**src/rtl/padring_cfg_ctrl.sv**
```systemverilog
//------------------------------------------------------------------------------
// padring_cfg_ctrl
//
// Owns the per-pad configuration registers of the four-sided soft padring and
// serialises core-side configuration writes. Each accepted write isolates the
// target pad, applies the new config, lets it settle, then releases the pad.
// Core ie/oen pass straight through to the pads. Only the pad currently being
// reconfigured is masked: its ie is forced low and its oen forced high.
//
// Ports
//   clk, nreset              clock, asynchronous active-low reset
//   req_valid/req_ready      config write handshake (one write in flight)
//   req_side, req_pad        target pad (side 0=no 1=ea 2=so 3=we), pad in side
//   req_cfg                  new config value
//   done                     one-cycle pulse when a write sequence completes
//   err                      one-cycle pulse for a rejected (out-of-range) pad
//   core_ie, core_oen        enables from core, flat index side*NGPIO+pad
//   pad_ie, pad_oen          enables to padring after isolation masking
//   no/ea/so/we_cfg          per-side config buses, pad p at [p*CW +: CW]
//
// state  | meaning
// -------+----------------------------------------------------------------
// IDLE   | ready for a request; req_ready high
// ISO    | target pad isolated, waiting SETTLE cycles before touching config
// APPLY  | one cycle: latched config written into the target register
// SETL   | new config settling for SETTLE cycles, pad still isolated
// DONE   | isolation released, done pulse visible; back to IDLE next cycle
//------------------------------------------------------------------------------
module padring_cfg_ctrl #(
   parameter int            NGPIO   = 9,
   parameter int            CW      = 8,
   parameter int            SETTLE  = 4,
   parameter logic [CW-1:0] CFG_RST = '0
) (
   input  logic                  clk,
   input  logic                  nreset,
   input  logic                  req_valid,
   output logic                  req_ready,
   input  logic [1:0]            req_side,
   input  logic [3:0]            req_pad,
   input  logic [CW-1:0]         req_cfg,
   output logic                  done,
   output logic                  err,
   input  logic [4*NGPIO-1:0]    core_ie,
   input  logic [4*NGPIO-1:0]    core_oen,
   output logic [4*NGPIO-1:0]    pad_ie,
   output logic [4*NGPIO-1:0]    pad_oen,
   output logic [NGPIO*CW-1:0]   no_cfg,
   output logic [NGPIO*CW-1:0]   ea_cfg,
   output logic [NGPIO*CW-1:0]   so_cfg,
   output logic [NGPIO*CW-1:0]   we_cfg
);

   localparam int        NP        = 4 * NGPIO;
   localparam int        IDXW      = $clog2(NP);
   localparam logic [7:0] SETTLE_M1 = 8'(SETTLE - 1);

   typedef enum logic [2:0] {
      ST_IDLE  = 3'd0,
      ST_ISO   = 3'd1,
      ST_APPLY = 3'd2,
      ST_SETL  = 3'd3,
      ST_DONE  = 3'd4
   } state_t;

   state_t            state_q, state_d;
   logic [7:0]        cnt_q, cnt_d;
   logic [IDXW-1:0]   idx_q, idx_d;
   logic [CW-1:0]     cfg_lat_q, cfg_lat_d;
   logic [NP-1:0]     iso_mask_q, iso_mask_d;
   logic              done_q, done_d;
   logic              err_q, err_d;
   logic [CW-1:0]     cfg_q [NP];
   logic [CW-1:0]     cfg_d [NP];

   logic              pad_ok;
   logic [IDXW-1:0]   req_idx;

   assign pad_ok  = (32'(req_pad) < NGPIO);
   assign req_idx = IDXW'(req_side) * IDXW'(NGPIO) + IDXW'(req_pad);

   always_comb begin
      state_d    = state_q;
      cnt_d      = cnt_q;
      idx_d      = idx_q;
      cfg_lat_d  = cfg_lat_q;
      iso_mask_d = iso_mask_q;
      cfg_d      = cfg_q;
      done_d     = 1'b0;
      err_d      = 1'b0;

      unique case (state_q)
         ST_IDLE: begin
            if (req_valid) begin
               if (pad_ok) begin
                  idx_d               = req_idx;
                  cfg_lat_d           = req_cfg;
                  iso_mask_d[req_idx] = 1'b1;
                  cnt_d               = SETTLE_M1;
                  state_d             = ST_ISO;
               end else begin
                  // Handshake still completes; nothing else moves.
                  err_d = 1'b1;
               end
            end
         end
         ST_ISO: begin
            if (cnt_q == 8'd0) begin
               state_d = ST_APPLY;
            end else begin
               cnt_d = cnt_q - 8'd1;
            end
         end
         ST_APPLY: begin
            cfg_d[idx_q] = cfg_lat_q;
            cnt_d        = SETTLE_M1;
            state_d      = ST_SETL;
         end
         ST_SETL: begin
            if (cnt_q == 8'd0) begin
               // Release the pad on the same edge the done pulse is raised,
               // so the mask is already clear while done is high.
               iso_mask_d[idx_q] = 1'b0;
               done_d            = 1'b1;
               state_d           = ST_DONE;
            end else begin
               cnt_d = cnt_q - 8'd1;
            end
         end
         ST_DONE: begin
            state_d = ST_IDLE;
         end
         default: begin
            state_d = ST_IDLE;
         end
      endcase
   end

   always_ff @(posedge clk or negedge nreset) begin
      if (!nreset) begin
         state_q    <= ST_IDLE;
         cnt_q      <= '0;
         idx_q      <= '0;
         cfg_lat_q  <= CFG_RST;
         iso_mask_q <= '0;
         done_q     <= 1'b0;
         err_q      <= 1'b0;
         for (int i = 0; i < NP; i++) begin
            cfg_q[i] <= CFG_RST;
         end
      end else begin
         state_q    <= state_d;
         cnt_q      <= cnt_d;
         idx_q      <= idx_d;
         cfg_lat_q  <= cfg_lat_d;
         iso_mask_q <= iso_mask_d;
         done_q     <= done_d;
         err_q      <= err_d;
         for (int i = 0; i < NP; i++) begin
            cfg_q[i] <= cfg_d[i];
         end
      end
   end

   assign req_ready = (state_q == ST_IDLE);
   assign done      = done_q;
   assign err       = err_q;

   assign pad_ie    = core_ie & ~iso_mask_q;
   assign pad_oen   = core_oen | iso_mask_q;

   for (genvar p = 0; p < NGPIO; p++) begin : g_bus
      assign no_cfg[p*CW +: CW] = cfg_q[p];
      assign ea_cfg[p*CW +: CW] = cfg_q[NGPIO + p];
      assign so_cfg[p*CW +: CW] = cfg_q[2*NGPIO + p];
      assign we_cfg[p*CW +: CW] = cfg_q[3*NGPIO + p];
   end

endmodule

```
**config.mk**
```make
export PLATFORM = sky130hd
export DESIGN_NAME = padring_cfg_ctrl
export DESIGN_NICKNAME = d
export VERILOG_FILES = /design/src/rtl/padring_cfg_ctrl.sv
export SDC_FILE = /design/constraint.sdc
export NUM_CORES = 1
export LEC_CHECK = 0
export BUFFER_PORTS_ARGS = -buffer_cell sky130_fd_sc_hd__buf_4
export CAP_MARGIN = 20
export CORE_AREA = 2 2 176 178
export CTS_CLUSTER_DIAMETER = 200
export DETAILED_ROUTE_END_ITERATION = 6
export DIE_AREA = 0 0 178 180
export PLACE_DENSITY = 0.76
export REMOVE_ABC_BUFFERS = 1
export SYNTH_ARGS = -nofsm -noshare
export SYNTH_HDL_FRONTEND = slang
export SYNTH_SLANG_ARGS = --single-unit
```
**constraint.sdc**
```tcl
create_clock -name clk -period 2.6 [get_ports clk]
set_input_delay 0.39 -clock clk [delete_from_list [all_inputs] [get_ports clk]]
set_output_delay 0.39 -clock clk [all_outputs]
set_load 0.005 [all_outputs]
```
## After elaboration in Yosys (flattened, before gate mapping)

Cells that the tools add are included.

| word-level totals | value |
|---|---|
| bits in registers | 351 |
| input port bits | 89 |
| output and inout port bits | 363 |
| word-level logic and storage cells | 105 |

| operators by class | value |
|---|---|
| $add $sub $neg | 2 |
| multipliers | 1 |
| order comparisons | 7 |
| eq/ne operators | 8 |
| multiplexer cells | 25 |
| bitwise gates (word level) | 7 |
| reduce and logical (&&, ||, !) cells | 12 |

Operators with widths:

| cell | number |
|---|---|
| 288-bit bitwise mux | 1 |
| 36-bit 2-to-1 mux | 3 |
| 36-bit bitwise AND | 2 |
| 36-bit NOT | 2 |
| 36-bit bitwise OR | 2 |
| 36-bit one-hot mux with 2 select lines | 1 |
| 8-bit demux with 6-bit select | 1 |
| 8-bit 2-to-1 mux | 4 |
| 8-bit one-hot mux with 3 select lines | 1 |
| 6-bit by 7-bit < comparator with 1-bit output, second input constant | 2 |
| 1-bit demux with 6-bit select | 2 |
| 6-bit by 1-bit greater-or-equal comparator with 1-bit output, second input constant | 2 |
| 3-bit 2-to-1 mux | 4 |
| 3-bit one-hot mux with 4 select lines | 1 |
| 4-bit AND reduction | 3 |
| 8-bit zero test | 1 |
| 2-bit inequality test, second input constant | 4 |
| 8-bit by 1-bit subtractor with 8-bit output, second input constant | 1 |
| 7-bit greater-or-equal comparator, second input constant | 1 |
| 7-bit by 1-bit < comparator with 1-bit output, second input constant | 1 |
| 1-bit 2-to-1 mux | 7 |
| 6-bit NOT with 7-bit output | 1 |
| 6-bit by 4-bit adder with 6-bit output | 1 |
| 3-bit by 2-bit equality test with 1-bit output, second input constant | 2 |
| 10 further kinds | 12 |

## Logic depth before layout (Yosys ltp)

| depth | value |
|---|---|
| depth in word-level cells | 10 |
| depth in mapped cells | 7 |
| depth with buffers taken out | 7 |

## Worst setup path after synthesis

Ideal clock, no wire load.

| timing path | value |
|---|---|
| kind | input-to-reg |
| start point | input port req_side[1] |
| end point | register iso_mask_q[1] |
| arrival | 2.233 ns |
| data required time | 2.515 ns |
| setup slack | 0.283 ns |
| stages on the path | 5 |
| cells stage by stage | ha_1 -> ha_1 -> fa_1 -> or4b_2 -> o21ai_0 |

| on the way | value |
|---|---|
| longest elaborated chain between the ends | 10 |

RTL lines:

| item | line | text |
|---|---|---|
| from (decl) | 39 | `input logic [1:0] req_side,` |
| 2-bit by 4-bit multiplier with 6-bit output * | 80 | `assign req_idx = IDXW'(req_side) * IDXW'(NGPIO) + IDXW'(req_pad);` |
| 6-bit by 4-bit adder with 6-bit output * | 80 |  |
| net req_idx[2] | 77 | `logic [IDXW-1:0] req_idx;` |
| 6-bit by 7-bit < comparator with 1-bit output (not written as such) / 6-bit by 1-bit greater-or-equal comparator with 1-bit output (equally long branches) | 98 | `iso_mask_d[req_idx] = 1'b1;` |
| 1-bit logical AND (not written as such) | 98 |  |
| 1-bit 2-to-1 mux (not written as such) | 98 |  |
| 1-bit demux with 6-bit select * | 98 |  |
| 36-bit bitwise OR (no source line) * | - |  |
| 36-bit 2-to-1 mux * | 95 | `if (pad_ok) begin` |
| 36-bit 2-to-1 mux * | 94 | `if (req_valid) begin` |
| 36-bit one-hot mux with 2 select lines * | 92 | `unique case (state_q)` |
| to (signal assigned) | 156 | `iso_mask_q <= iso_mask_d;` |
| to (decl) | 70 | `logic [NP-1:0] iso_mask_q, iso_mask_d;` |

Mark *: on every way through the listed nets, which the timed path passes. The rest lies on a longest branch. The select of a mux whose other input is x is not followed.
A chain may end at the register's enable or synchronous reset.

## Worst setup path in the final report

| timing path | value |
|---|---|
| start point | register idx_q[3] |
| end point | register cfg_q (netlist bit we_cfg[67]) |

| on the way | value |
|---|---|
| longest elaborated chain between the ends | 6 |

RTL lines:

| item | line | text |
|---|---|---|
| from (decl) | 68 | `logic [IDXW-1:0] idx_q, idx_d;` |
| from (signal assigned) | 154 | `idx_q <= idx_d;` |
| 6-bit NOT with 7-bit output (not written as such) * | 115 | `cfg_d[idx_q] = cfg_lat_q;` |
| 7-bit greater-or-equal comparator (not written as such) / 7-bit by 1-bit < comparator with 1-bit output (equally long branches) | 115 |  |
| 1-bit logical AND (not written as such) | 115 |  |
| 8-bit 2-to-1 mux (not written as such) | 115 |  |
| 8-bit demux with 6-bit select * | 115 |  |
| 288-bit bitwise mux * | 115 |  |
| to (signal, indexed assignment) | 160 | `cfg_q[i] <= cfg_d[i];` |
| to (decl) | 73 | `logic [CW-1:0] cfg_q [NP];` |

Every way passes the cells marked *; elsewhere a longest branch is shown, timed or not.

==> results.md <==
* Startpoint class of the critical path: flop
* Final Wtd Congestion at 0.857
* Syn. warnings at 0
* Status: complete, no violations
* RSZ-0062 raised after global routing: false
* Synthesized area per cell at 13.6 um2
* Critical path class: flop to flop
* Yosys cell types at 52
* Worst Hold Endpoint: cfg_lat_q[0]$_DFFE_PN0P_
* Largest net degree at the start of global routing at 79
* Switching part of the total at 31.7%
* Crit path DAT at 2.67 ns
* Sequential power share at 43.4%
* Critical Path Sink Type: flop
* Final worst-path cycle share at 87.3%
* Worst Tran Pin Value at 1.06 ns
* Root Buffer: clkbuf_16
* Port buffer count at 451
* Slew Limit Fails at 0
* Synthesized netlist cell count at 1048
* Diodes inserted at 0
* Die area at 0.0320 mm2
* Dominant synthesized flop cell: dfrtp_1
* Initial core utilization at 47.4%
* H-tree Lvls at 2
* Clock Path Buffers at 3
* Slew headroom at 29.3%
* First drt pass iteration count at 4
* Sequential area share after synthesis at 61.4%
* Int Power at 0.0111 W
* Max frequency at 0.440 GHz
* Antenna-violating nets left at 0
* R2r setup slk at 0.33 ns
* First-pass GRT wire length at 67200 um
* Worst-path fanout max at 8
* Max_cap viols at 0
* Setup ws final at 0.330 ns
* Dpl ws at 0.0685 ns
* Comb pwr share at 25.4%
* Sinks on the clock net at 351
* Worst Path Required at 3.00 ns
* Number of CTS-inserted buffers at 38
* Vias at 10.4k
* Die outline width at 178 um
* Power Dens Cells at 837 mW/mm2
* EDFF count, synth at 0
* Setup TNS at 0 ns
* Reg2reg end: we_cfg[67]$_DFFE_PN0P_
* Clk_skew at 0.0115 ns
* Net Sw Power at 0.00518 W
* Remaining global-route overflow at 0
* Final setup violating endpoints at 0
* Worst skew pair latency at 0.52 ns
* Area delta synth->final at 36.5%
* R2r startpoint: idx_q[3]$_DFFE_PN0P_
* Hold Crit Class: primary input to flop
* WHS Path Cells at 3
* DRC Markers at 0
* Period minus WS final at 2.27 ns
* CTS clk-pin slew, worst paths at 0.06 ns
* Vias in the first global route at 11.0k
* Worst r2r path cells at 4
* Final #Nets at 1623
* WL per Instance at 22.9 um
* I/O Pins at 452
* Routed wire length at 44500 um
* Clk pwr share at 31.2%
* CTS tree: yes
* Hold Crit Start: req_cfg[0]
* Max IR drop VDD at 628 uV
* Num rows at 64
* Leak Pwr at 10.3 nW
* Post-synthesis register bit count at 351
* Initial DRC count at 486
* Post-CTS Setup Bufs at 0
* Total global-route track usage at 27.6%
* Share of cells above drive strength 1 at 56.7%
* Ys async rst share at 100%
* Initial antenna violation count at 0
* DP HPWL at 31200 um
* Hold Fails Final Rpt at 0
* Core box area at 0.0302 mm2
* Mapped cell area at 0.0143 mm2
* Via density at 5.37
* Die height at 180 um
## cells in the final DEF, fill, tap and decap left out, drive strengths merged, types with 9 or more instances in the layout
master and instances:
buf 486, clkbuf 56, dfrtp 351, mux2 288, nand2 85, nand3 9, nor2 17, nor2b 40
o21ai 81, or2 40
## how the worst max path moves through the flow
stage | start | to
finish | idx_q[3]$_DFFE_PN0P_ | we_cfg[67]$_DFFE_PN0P_
global placement | req_side[1] | iso_mask_q[9]$_DFFE_PN0P_
global route | idx_q[3]$_DFFE_PN0P_ | we_cfg[67]$_DFFE_PN0P_
floorplan | req_side[1] | iso_mask_q[1]$_DFFE_PN0P_
detailed placement | req_side[1] | iso_mask_q[33]$_DFFE_PN0P_
CTS | idx_q[3]$_DFFE_PN0P_ | we_cfg[67]$_DFFE_PN0P_
## cell type report
cell class,count,area [um2]
Clock buffer,56,1080
Clock inverter,7,78.8
Timing Repair Buffer,487,3740
Sequential cell,351,8780
Fill cell,2286,10700
Inverter,6,22.5
Multi-Input combinational cell,642,5320
Tap cell,396,495
## power by group through the flow
stage	Combinational, W	Clock [W]	Sequential [W]
CTS	0.00420	0.00517	0.00709
global route	0.00450	0.00540	0.00721
finish	0.00415	0.00509	0.00709
global placement	0.00410	0	0.00713
detailed placement	0.00416	0	0.00717
floorplan	0.00137	0	0.00722
## state kept, by name, indices dropped and copies added (netlist names)
name        cells
ea_cfg         72
no_cfg         72
so_cfg         72
we_cfg         72
iso_mask_q     36
cfg_lat_q       8
cnt_q           8
idx_q           6
state_q         3
done            1
err             1
## metrics by stage
stage | instance area (um2) | instances | utilization [%] | total power, W | hold slack, ns
after floorplan | 14100 | 999 | - | 0.00859 | 0.0944
after global placement | 18400 | 1881 | 60.8 | 0.0112 | 0.358
after detailed placement | 18400 | 1881 | 60.8 | 0.0113 | 0.362
after CTS | 19500 | 1945 | 64.7 | 0.0165 | 0.0502
after global routing | 19500 | 1945 | 64.7 | 0.0171 | 0.0441
final | 19500 | 1945 | 64.7 | 0.0163 | 0.0608
## per-layer routing
layer | share of wire (%) | routed length [um] | vias up | global-route usage [%]
met5 | 0 | 0 | - | 0
met1 | 39 | 17200 | 5342 | 33.6
met4 | 3.2 | 1410 | 0 | 8.46
met3 | 7.2 | 3190 | 78 | 6.81
met2 | 51 | 22700 | 386 | 48.3
li1 | - | - | 4631 | -
## cells in the mapped netlist (3+ instances only)
master,count,area [um2]
nand3_1,8,40.0
a21oi_1,3,15.0
nand4_1,7,43.8
o31ai_1,3,22.5
and3b_1,3,26.3
nand3b_1,4,30.0
ha_1,7,87.6
and2_1,3,18.8
dfrtp_1,351,8780
nor2b_1,40,250
inv_1,6,22.5
mux2_2,286,3220
nand2b_1,5,31.3
buf_1,9,33.8
or4_1,3,22.5
or3_1,4,25.0
nor3b_1,4,30.0
o21ai_0,81,405
nor2_1,17,63.8
or2_2,40,250
nand2_4,8,90.1
nand2_1,77,289
nor3_1,5,25.0
clkbuf_1,39,146
## timing repair
item | CTS | global route
hold buffers | 1 | 0
hold endpoints to repair | 44 | 0
resized for setup | 0 | 0
## critical path: stages (launching register included)
cell     delay (ns)
dfrtp_1        0.45
or4b_4         0.60
nor3b_2        0.39
nand2_1        0.33
mux2_2         0.38
## kinds of logic (layout without fill, tap and decap cells)
kind of cell / after synthesis / count (layout) / share of synthesized area (%)
AOI/OAI and AO/OA: 100 / 100 / 3.81
xor gates and xnor gates: 2 / 2 / 0.122
adders and majority gates: 8 / 8 / 0.752
buffers and inverters: 55 / 556 / 1.45
DFF: 351 / 351 / 61.4
muxes: 290 / 290 / 22.8
and+or+nand+nor: 242 / 242 / 9.64
Note: power is estimated with default switching activity, not from simulation.
